--- config.mk ---
export PLATFORM = sky130hd
export DESIGN_NAME = risc4_ctrl_flat
export DESIGN_NICKNAME = d
export VERILOG_FILES = /design/src/rtl/risc4_ctrl_if.sv /design/src/rtl/risc4_ctrl.sv /design/src/flat_wrapper.sv
export SDC_FILE = /design/constraint.sdc
export NUM_CORES = 1
export LEC_CHECK = 0
export ABC_CLOCK_PERIOD_IN_PS = 4500
export BUFFER_PORTS_ARGS = -buffer_cell sky130_fd_sc_hd__buf_2
export CORE_AREA = 2 2 71 73
export DETAILED_ROUTE_END_ITERATION = 7
export DIE_AREA = 0 0 73 75
export PLACE_DENSITY = 0.8
export RECOVER_POWER = 25
export SLEW_MARGIN = 20
export SYNTH_ARGS = -nofsm -noshare
export SYNTH_HDL_FRONTEND = slang
export SYNTH_SLANG_ARGS = --single-unit
--- constraint.sdc ---
create_clock -name clk -period 4.5 [get_ports clk]
set_input_delay 0.225 -clock clk [delete_from_list [all_inputs] [get_ports clk]]
set_output_delay 0.225 -clock clk [all_outputs]
set_load 0.01 [all_outputs]
--- src/rtl/risc4_ctrl_if.sv ---
// risc4_ctrl_if: bus bundle between the risc4 controller, program ROM, ALU and debug port.
// Parameter: PC_W program counter / ROM address width.
// Signals: start pulse, imem_addr/imem_data ROM port, alu_a/alu_b/alu_opn ALU drive,
//   alu_out0/alu_out1/alu_status registered ALU results, busy/halted/carry status,
//   dbg_sel/dbg_data register-file peek.
// master = controller side, slave = environment side.
interface risc4_ctrl_if #(parameter int PC_W = 4);
   logic            start;
   logic [PC_W-1:0] imem_addr;
   logic [11:0]     imem_data;
   logic [3:0]      alu_a;
   logic [3:0]      alu_b;
   logic [2:0]      alu_opn;
   logic [3:0]      alu_out0;
   logic [3:0]      alu_out1;
   logic [3:0]      alu_status;
   logic            busy;
   logic            halted;
   logic            carry;
   logic [1:0]      dbg_sel;
   logic [3:0]      dbg_data;
   modport master (
      input  start, imem_data, alu_out0, alu_out1, alu_status, dbg_sel,
      output imem_addr, alu_a, alu_b, alu_opn, busy, halted, carry, dbg_data
   );
   modport slave (
      output start, imem_data, alu_out0, alu_out1, alu_status, dbg_sel,
      input  imem_addr, alu_a, alu_b, alu_opn, busy, halted, carry, dbg_data
   );
endinterface

--- src/rtl/risc4_ctrl.sv ---
// risc4_ctrl: multi-cycle fetch/decode/execute/writeback sequencer driving the 4-bit ALU.
// Ports: clk, rst (synchronous, active-high), bus (risc4_ctrl_if.master) carrying the
//   start pulse, ROM address/data, ALU operands/opcode/results, busy/halted/carry and debug read.
// Optional feature: define RISC4_BRANCH_EN to decode op 9 as BRLT using the LT flag;
//   otherwise op 9 is a NOP and the LT flag register does not exist.
module risc4_ctrl #(
   parameter int PC_W = 4
) (
   input logic          clk,
   input logic          rst,
   risc4_ctrl_if.master bus
);
   typedef enum logic [2:0] {S_IDLE, S_FETCH, S_DECODE, S_EXEC, S_WB, S_HALT} state_t;
   state_t          r_state, w_next;
   logic [PC_W-1:0] r_pc, w_pc_nxt;
   logic [11:0]     r_ir;
   logic [3:0]      r_regs [4];
   logic            r_carry;
   logic [3:0]      w_op, w_imm;
   logic [1:0]      w_rd, w_rs, w_rt;
   logic            w_alu, w_exec_alu, w_take, w_unused;
   assign w_op       = r_ir[11:8];
   assign w_rd       = r_ir[7:6];
   assign w_rs       = r_ir[5:4];
   assign w_imm      = r_ir[3:0];
   assign w_rt       = w_imm[1:0];
   assign w_alu      = w_op < 4'd7;
   assign w_exec_alu = (r_state == S_EXEC) && w_alu;
`ifdef RISC4_BRANCH_EN
   logic r_lt;
   always_ff @(posedge clk) begin
      if (rst) r_lt <= 1'b0;
      else if (r_state == S_WB && w_op == 4'd6) r_lt <= bus.alu_status[2];
   end
   assign w_take   = (w_op == 4'h8) || (w_op == 4'h9 && r_lt);
   assign w_unused = ^{bus.alu_status[3], bus.alu_status[0]};
`else
   assign w_take   = w_op == 4'h8;
   assign w_unused = ^{bus.alu_status[3], bus.alu_status[2], bus.alu_status[0]};
`endif
   always_ff @(posedge clk) begin
      if (rst) r_state <= S_IDLE;
      else r_state <= w_next;
   end
   always_comb begin
      w_next   = r_state;
      w_pc_nxt = r_pc;
      case (r_state)
         S_IDLE: begin
            w_next   = bus.start ? S_FETCH : S_IDLE;
            w_pc_nxt = bus.start ? '0 : r_pc;
         end
         S_FETCH:  w_next = S_DECODE;
         S_DECODE: w_next = S_EXEC;
         S_EXEC: begin
            w_next   = w_alu ? S_WB : (w_op == 4'hF ? S_HALT : S_FETCH);
            // ALU ops advance pc in WB; HALT freezes pc on its own address
            w_pc_nxt = (w_alu || w_op == 4'hF) ? r_pc : (w_take ? PC_W'(w_imm) : r_pc + PC_W'(1));
         end
         S_WB: begin
            w_next   = S_FETCH;
            w_pc_nxt = r_pc + PC_W'(1);
         end
         default: ;
      endcase
   end
   always_ff @(posedge clk) begin
      if (rst) begin
         r_pc    <= '0;
         r_ir    <= '0;
         r_carry <= 1'b0;
         r_regs  <= '{default: '0};
      end else begin
         r_pc <= w_pc_nxt;
         if (r_state == S_DECODE) r_ir <= bus.imem_data;
         if (r_state == S_EXEC && w_op == 4'h7) r_regs[w_rd] <= w_imm;
         if (r_state == S_WB) begin
            if (w_op != 4'd6) r_regs[w_rd] <= bus.alu_out0;
            // high half of MUL goes to the next register; later write takes priority
            if (w_op == 4'd2) r_regs[w_rd + 2'd1] <= bus.alu_out1;
            if (w_op <= 4'd1) r_carry <= bus.alu_status[1];
         end
      end
   end
   assign bus.imem_addr = r_pc;
   assign bus.alu_a     = w_exec_alu ? r_regs[w_rs] : 4'd0;
   assign bus.alu_b     = w_exec_alu ? r_regs[w_rt] : 4'd0;
   assign bus.alu_opn   = w_exec_alu ? w_op[2:0] : 3'b111;
   assign bus.busy      = (r_state == S_FETCH) || (r_state == S_DECODE) || (r_state == S_EXEC) || (r_state == S_WB);
   assign bus.halted    = r_state == S_HALT;
   assign bus.carry     = r_carry;
   assign bus.dbg_data  = r_regs[bus.dbg_sel];
endmodule

--- src/flat_wrapper.sv ---
// flat-port wrapper written by rule: the top's interface ports become plain ports
module risc4_ctrl_flat 
#(
   parameter int PC_W = 4
)
  (clk, rst, bus_start, bus_imem_data, bus_alu_out0, bus_alu_out1, bus_alu_status, bus_dbg_sel, bus_imem_addr, bus_alu_a, bus_alu_b, bus_alu_opn, bus_busy, bus_halted, bus_carry, bus_dbg_data);
  risc4_ctrl_if #(.PC_W(PC_W)) bus_i ();
  input logic clk;
  input logic rst;
  input wire logic [$bits(bus_i.start)-1:0] bus_start;
  input wire logic [$bits(bus_i.imem_data)-1:0] bus_imem_data;
  input wire logic [$bits(bus_i.alu_out0)-1:0] bus_alu_out0;
  input wire logic [$bits(bus_i.alu_out1)-1:0] bus_alu_out1;
  input wire logic [$bits(bus_i.alu_status)-1:0] bus_alu_status;
  input wire logic [$bits(bus_i.dbg_sel)-1:0] bus_dbg_sel;
  output wire logic [$bits(bus_i.imem_addr)-1:0] bus_imem_addr;
  output wire logic [$bits(bus_i.alu_a)-1:0] bus_alu_a;
  output wire logic [$bits(bus_i.alu_b)-1:0] bus_alu_b;
  output wire logic [$bits(bus_i.alu_opn)-1:0] bus_alu_opn;
  output wire logic [$bits(bus_i.busy)-1:0] bus_busy;
  output wire logic [$bits(bus_i.halted)-1:0] bus_halted;
  output wire logic [$bits(bus_i.carry)-1:0] bus_carry;
  output wire logic [$bits(bus_i.dbg_data)-1:0] bus_dbg_data;
  assign bus_i.start = bus_start;
  assign bus_i.imem_data = bus_imem_data;
  assign bus_i.alu_out0 = bus_alu_out0;
  assign bus_i.alu_out1 = bus_alu_out1;
  assign bus_i.alu_status = bus_alu_status;
  assign bus_i.dbg_sel = bus_dbg_sel;
  assign bus_imem_addr = bus_i.imem_addr;
  assign bus_alu_a = bus_i.alu_a;
  assign bus_alu_b = bus_i.alu_b;
  assign bus_alu_opn = bus_i.alu_opn;
  assign bus_busy = bus_i.busy;
  assign bus_halted = bus_i.halted;
  assign bus_carry = bus_i.carry;
  assign bus_dbg_data = bus_i.dbg_data;
  risc4_ctrl #(.PC_W(PC_W)) u_core (.clk(clk), .rst(rst), .bus(bus_i));
endmodule
==> flow_summary.toml <==
[grt]
gr-total-overflow = 0
grt-busiest-layer = "met2"
grt_start_max_net_pins = 23
antenna_found_initial = 0
grt_pass1_wl_um = 9800
use_met2_pct = 37.0
met3_usage_pct = 3.61
grt_use_total_pct = 23.6
grt_pass1_vias = 1941
grtUsageMet1_pct = 32.5

[worst_hold_path]
hold-path-endpoint = "u_core.bus.carry"
hold_path_class = "in2reg"
hp-start = "bus_alu_status[1]"
whs_path_depth = 3

[clock_network]
insertion_delay_ns = 0.29
htreeDepth = 2
cts_sinks = 36
cts_root_buf = "clkbuf_8"
hold_buffers = 0
cts_tree = "yes"
cts_resized = 0
cts_buffer_depth = 2
cts_setup_buffers = 0
cts_inserted_buffers = 5
clk_pin_slew_ns = 0.07

[route]
drcViolationCount = 0
wl_um = 6200
num_vias = 2224
post_drt_wl_per_cell_um = 17.6
antenna_left = 0
vias_per_cell = 6.30
drtIter0Drc = 183
dr.pass1.iters = 4

[logic_synthesis]
synth_flop_cell = "dfxtp_1"
ys_types = 48
syn-num-nets = 296
avgSynthCellArea_um2 = 9.29
ys_ff_latch = 36
netlist_area_mm2 = 0.00247
synth_edf_count = 0
synth_cells = 266
ys_warn_count = 0
synth_seq_area_share_pct = 29.2
async_reset_ff_share_pct = 0

[critical_path]
r2r_cells = 4
crit_path_max_fanout = 17
cp-end-kind = "flop"
crit_required_ns = 4.63
worst_r2r_endpoint = "u_core.r_regs[10]"
cp-start-kind = "flop"
arrival_ns = 2.52
path_class = "reg2reg"
r2r_slack_ns = 2.11
r2r_start = "u_core.r_ir[6]"

[power_and_ir_drop]
total_power_w = 0.000736
intPower_w = 0.000517
combPwrFrac_pct = 17.3
clkPwrFrac_pct = 32.9
power_density_mw_per_mm2 = 268
swShare_pct = 29.7
leakage_nw = 1.10
p_seq_share_pct = 49.7
p_sw_w = 0.000219
max-vdd-ir-drop_mv = 0.170

[die]
fp.dieW_um = 73
ios = 51
initial_core_util_pct = 53.0
dieArea_mm2 = 0.00548
dieHeight_um = 75
core-area_mm2 = 0.00466
rows = 25

[timing]
max_slew.worst_pin.slew_ns = 0.899
relSlewSlack_pct = 40.0
fin_worst_hold_slack_ns = 0.170
period_share_pct = 53.1
hold_violations = 0
fin_skew_ns = 0.0151
rsz0062_at_grt = "no"
drv_slew = 0
fin_crit_ns = 2.39
setup_viol = 0
max_freq_mhz = 419
tns_ns = 0

[placed_design]
place.gp.congestion = 0.903
port_buffers = 47
dpl.cell_count = 345
dp_hpwl_um = 4340

[job]
cap_violations = 0

[final_layout]
mostFrequentLayoutCells = "mux2i_1 (45), buf_2 (41), dfxtp_1 (36)"
n_antenna_cell = 0
layout.cells.non_filler = 353
final_common_cell = "mux2i_1"
area_growth_syn_to_layout_pct = 11.3
drive_above_1_share_pct = 25.4
num-nets-final = 328

[status]
status = "finished, final reports clean"
layout make-up:
cell class                 count  area, um2
clock inverter                 1       7.51
clock buffer                   7       86.3
multi-input combinational    204       1620
timing repair buffer          49        239
sequential                    36        721
inverter                       2       7.51
tap                           54       67.6
fill                         412       1910
cell usage after synthesis (2+ instances only):
master | count | area share, %
mux2i_1 | 45 | 18
dfxtp_1 | 36 | 29
nor2_1 | 24 | 3.6
a21oi_1 | 21 | 4.3
o22ai_1 | 16 | 4.1
nand2_1 | 13 | 2.0
buf_2 | 12 | 2.4
mux4_2 | 12 | 11
nor3_1 | 12 | 2.4
clkbuf_1 | 9 | 1.4
o21ai_0 | 7 | 1.4
and3_1 | 5 | 1.3
nand3_1 | 5 | 1.0
or3_1 | 4 | 1.0
and3_2 | 3 | 0.91
nor2b_1 | 3 | 0.76
a211oi_1 | 2 | 0.61
buf_6 | 2 | 0.91
nand3b_1 | 2 | 0.61
nor2_4 | 2 | 0.91
nor4bb_1 | 2 | 0.81
xnor2_1 | 2 | 0.71
xor2_1 | 2 | 0.71
through the flow:
step	setup WS (ns)	cell area [um2]	utilization (%)
2_1_floorplan	2.99	2470	-
3_3_place_gp	2.24	2670	57.3
3_5_place_dp	2.26	2680	57.4
4_1_cts	2.22	2770	59.4
5_1_grt	1.96	2750	59.0
6_report	2.11	2750	59.0
layer usage:
| metal | vias up | part of all wire, % | wire (um) |
|---|---|---|---|
| met4 | 0 | 1.7 | 105 |
| met5 | - | 0 | 0 |
| met1 | 1080 | 44 | 2710 |
| met3 | 8 | 7.3 | 455 |
| met2 | 82 | 47 | 2920 |
| li1 | 1054 | - | - |
logic make-up after synthesis:
logic type	synth area share, %
flops	29.2
buf+inv	5.22
mux	29.2
xor+xnor	1.42
fa+ha+maj	0.507
compound gates	13.6
simple gates	20.9
worst max-delay path by stage:
| stage | end | from | cells after the start | slack [ns] |
|---|---|---|---|---|
| 2_1_floorplan | u_core.bus.imem_addr[0] | u_core.r_ir[8] | 5 | 2.99 |
| 3_3_place_gp | u_core.r_regs[9] | u_core.r_ir[6] | 4 | 2.24 |
| 3_5_place_dp | u_core.r_regs[10] | u_core.r_ir[6] | 4 | 2.26 |
| 4_1_cts | u_core.r_regs[11] | u_core.r_ir[6] | 4 | 2.22 |
| 5_1_grt | u_core.r_regs[11] | u_core.r_ir[6] | 4 | 1.96 |
| 6_report | u_core.r_regs[10] | u_core.r_ir[6] | 4 | 2.11 |
power by group through the flow:
stage,combinational (W),clock [W],sequential (W)
after CTS,0.000129,0.000247,0.000366
final,0.000128,0.000243,0.000366
after global routing,0.000143,0.000260,0.000369
after global placement,0.000126,0,0.000372
after detailed placement,0.000129,0,0.000373
after floorplan,0.000109,0,0.000354
registers in the layout (all words and copies together), names as in the netlist:
signal,count
u_core.r_regs,16
u_core.bus.carry,1
u_core.bus.imem_addr,4
u_core.r_state,3
u_core.r_ir,12
worst max-delay path, cell delays in order, from the launching register on:
cell,delay [ns]
dfxtp_1,0.76
nor2b_1,0.57
nor2b_1,0.56
mux2i_1,0.25
o22ai_1,0.09
(Power assumes the default switching activity.)
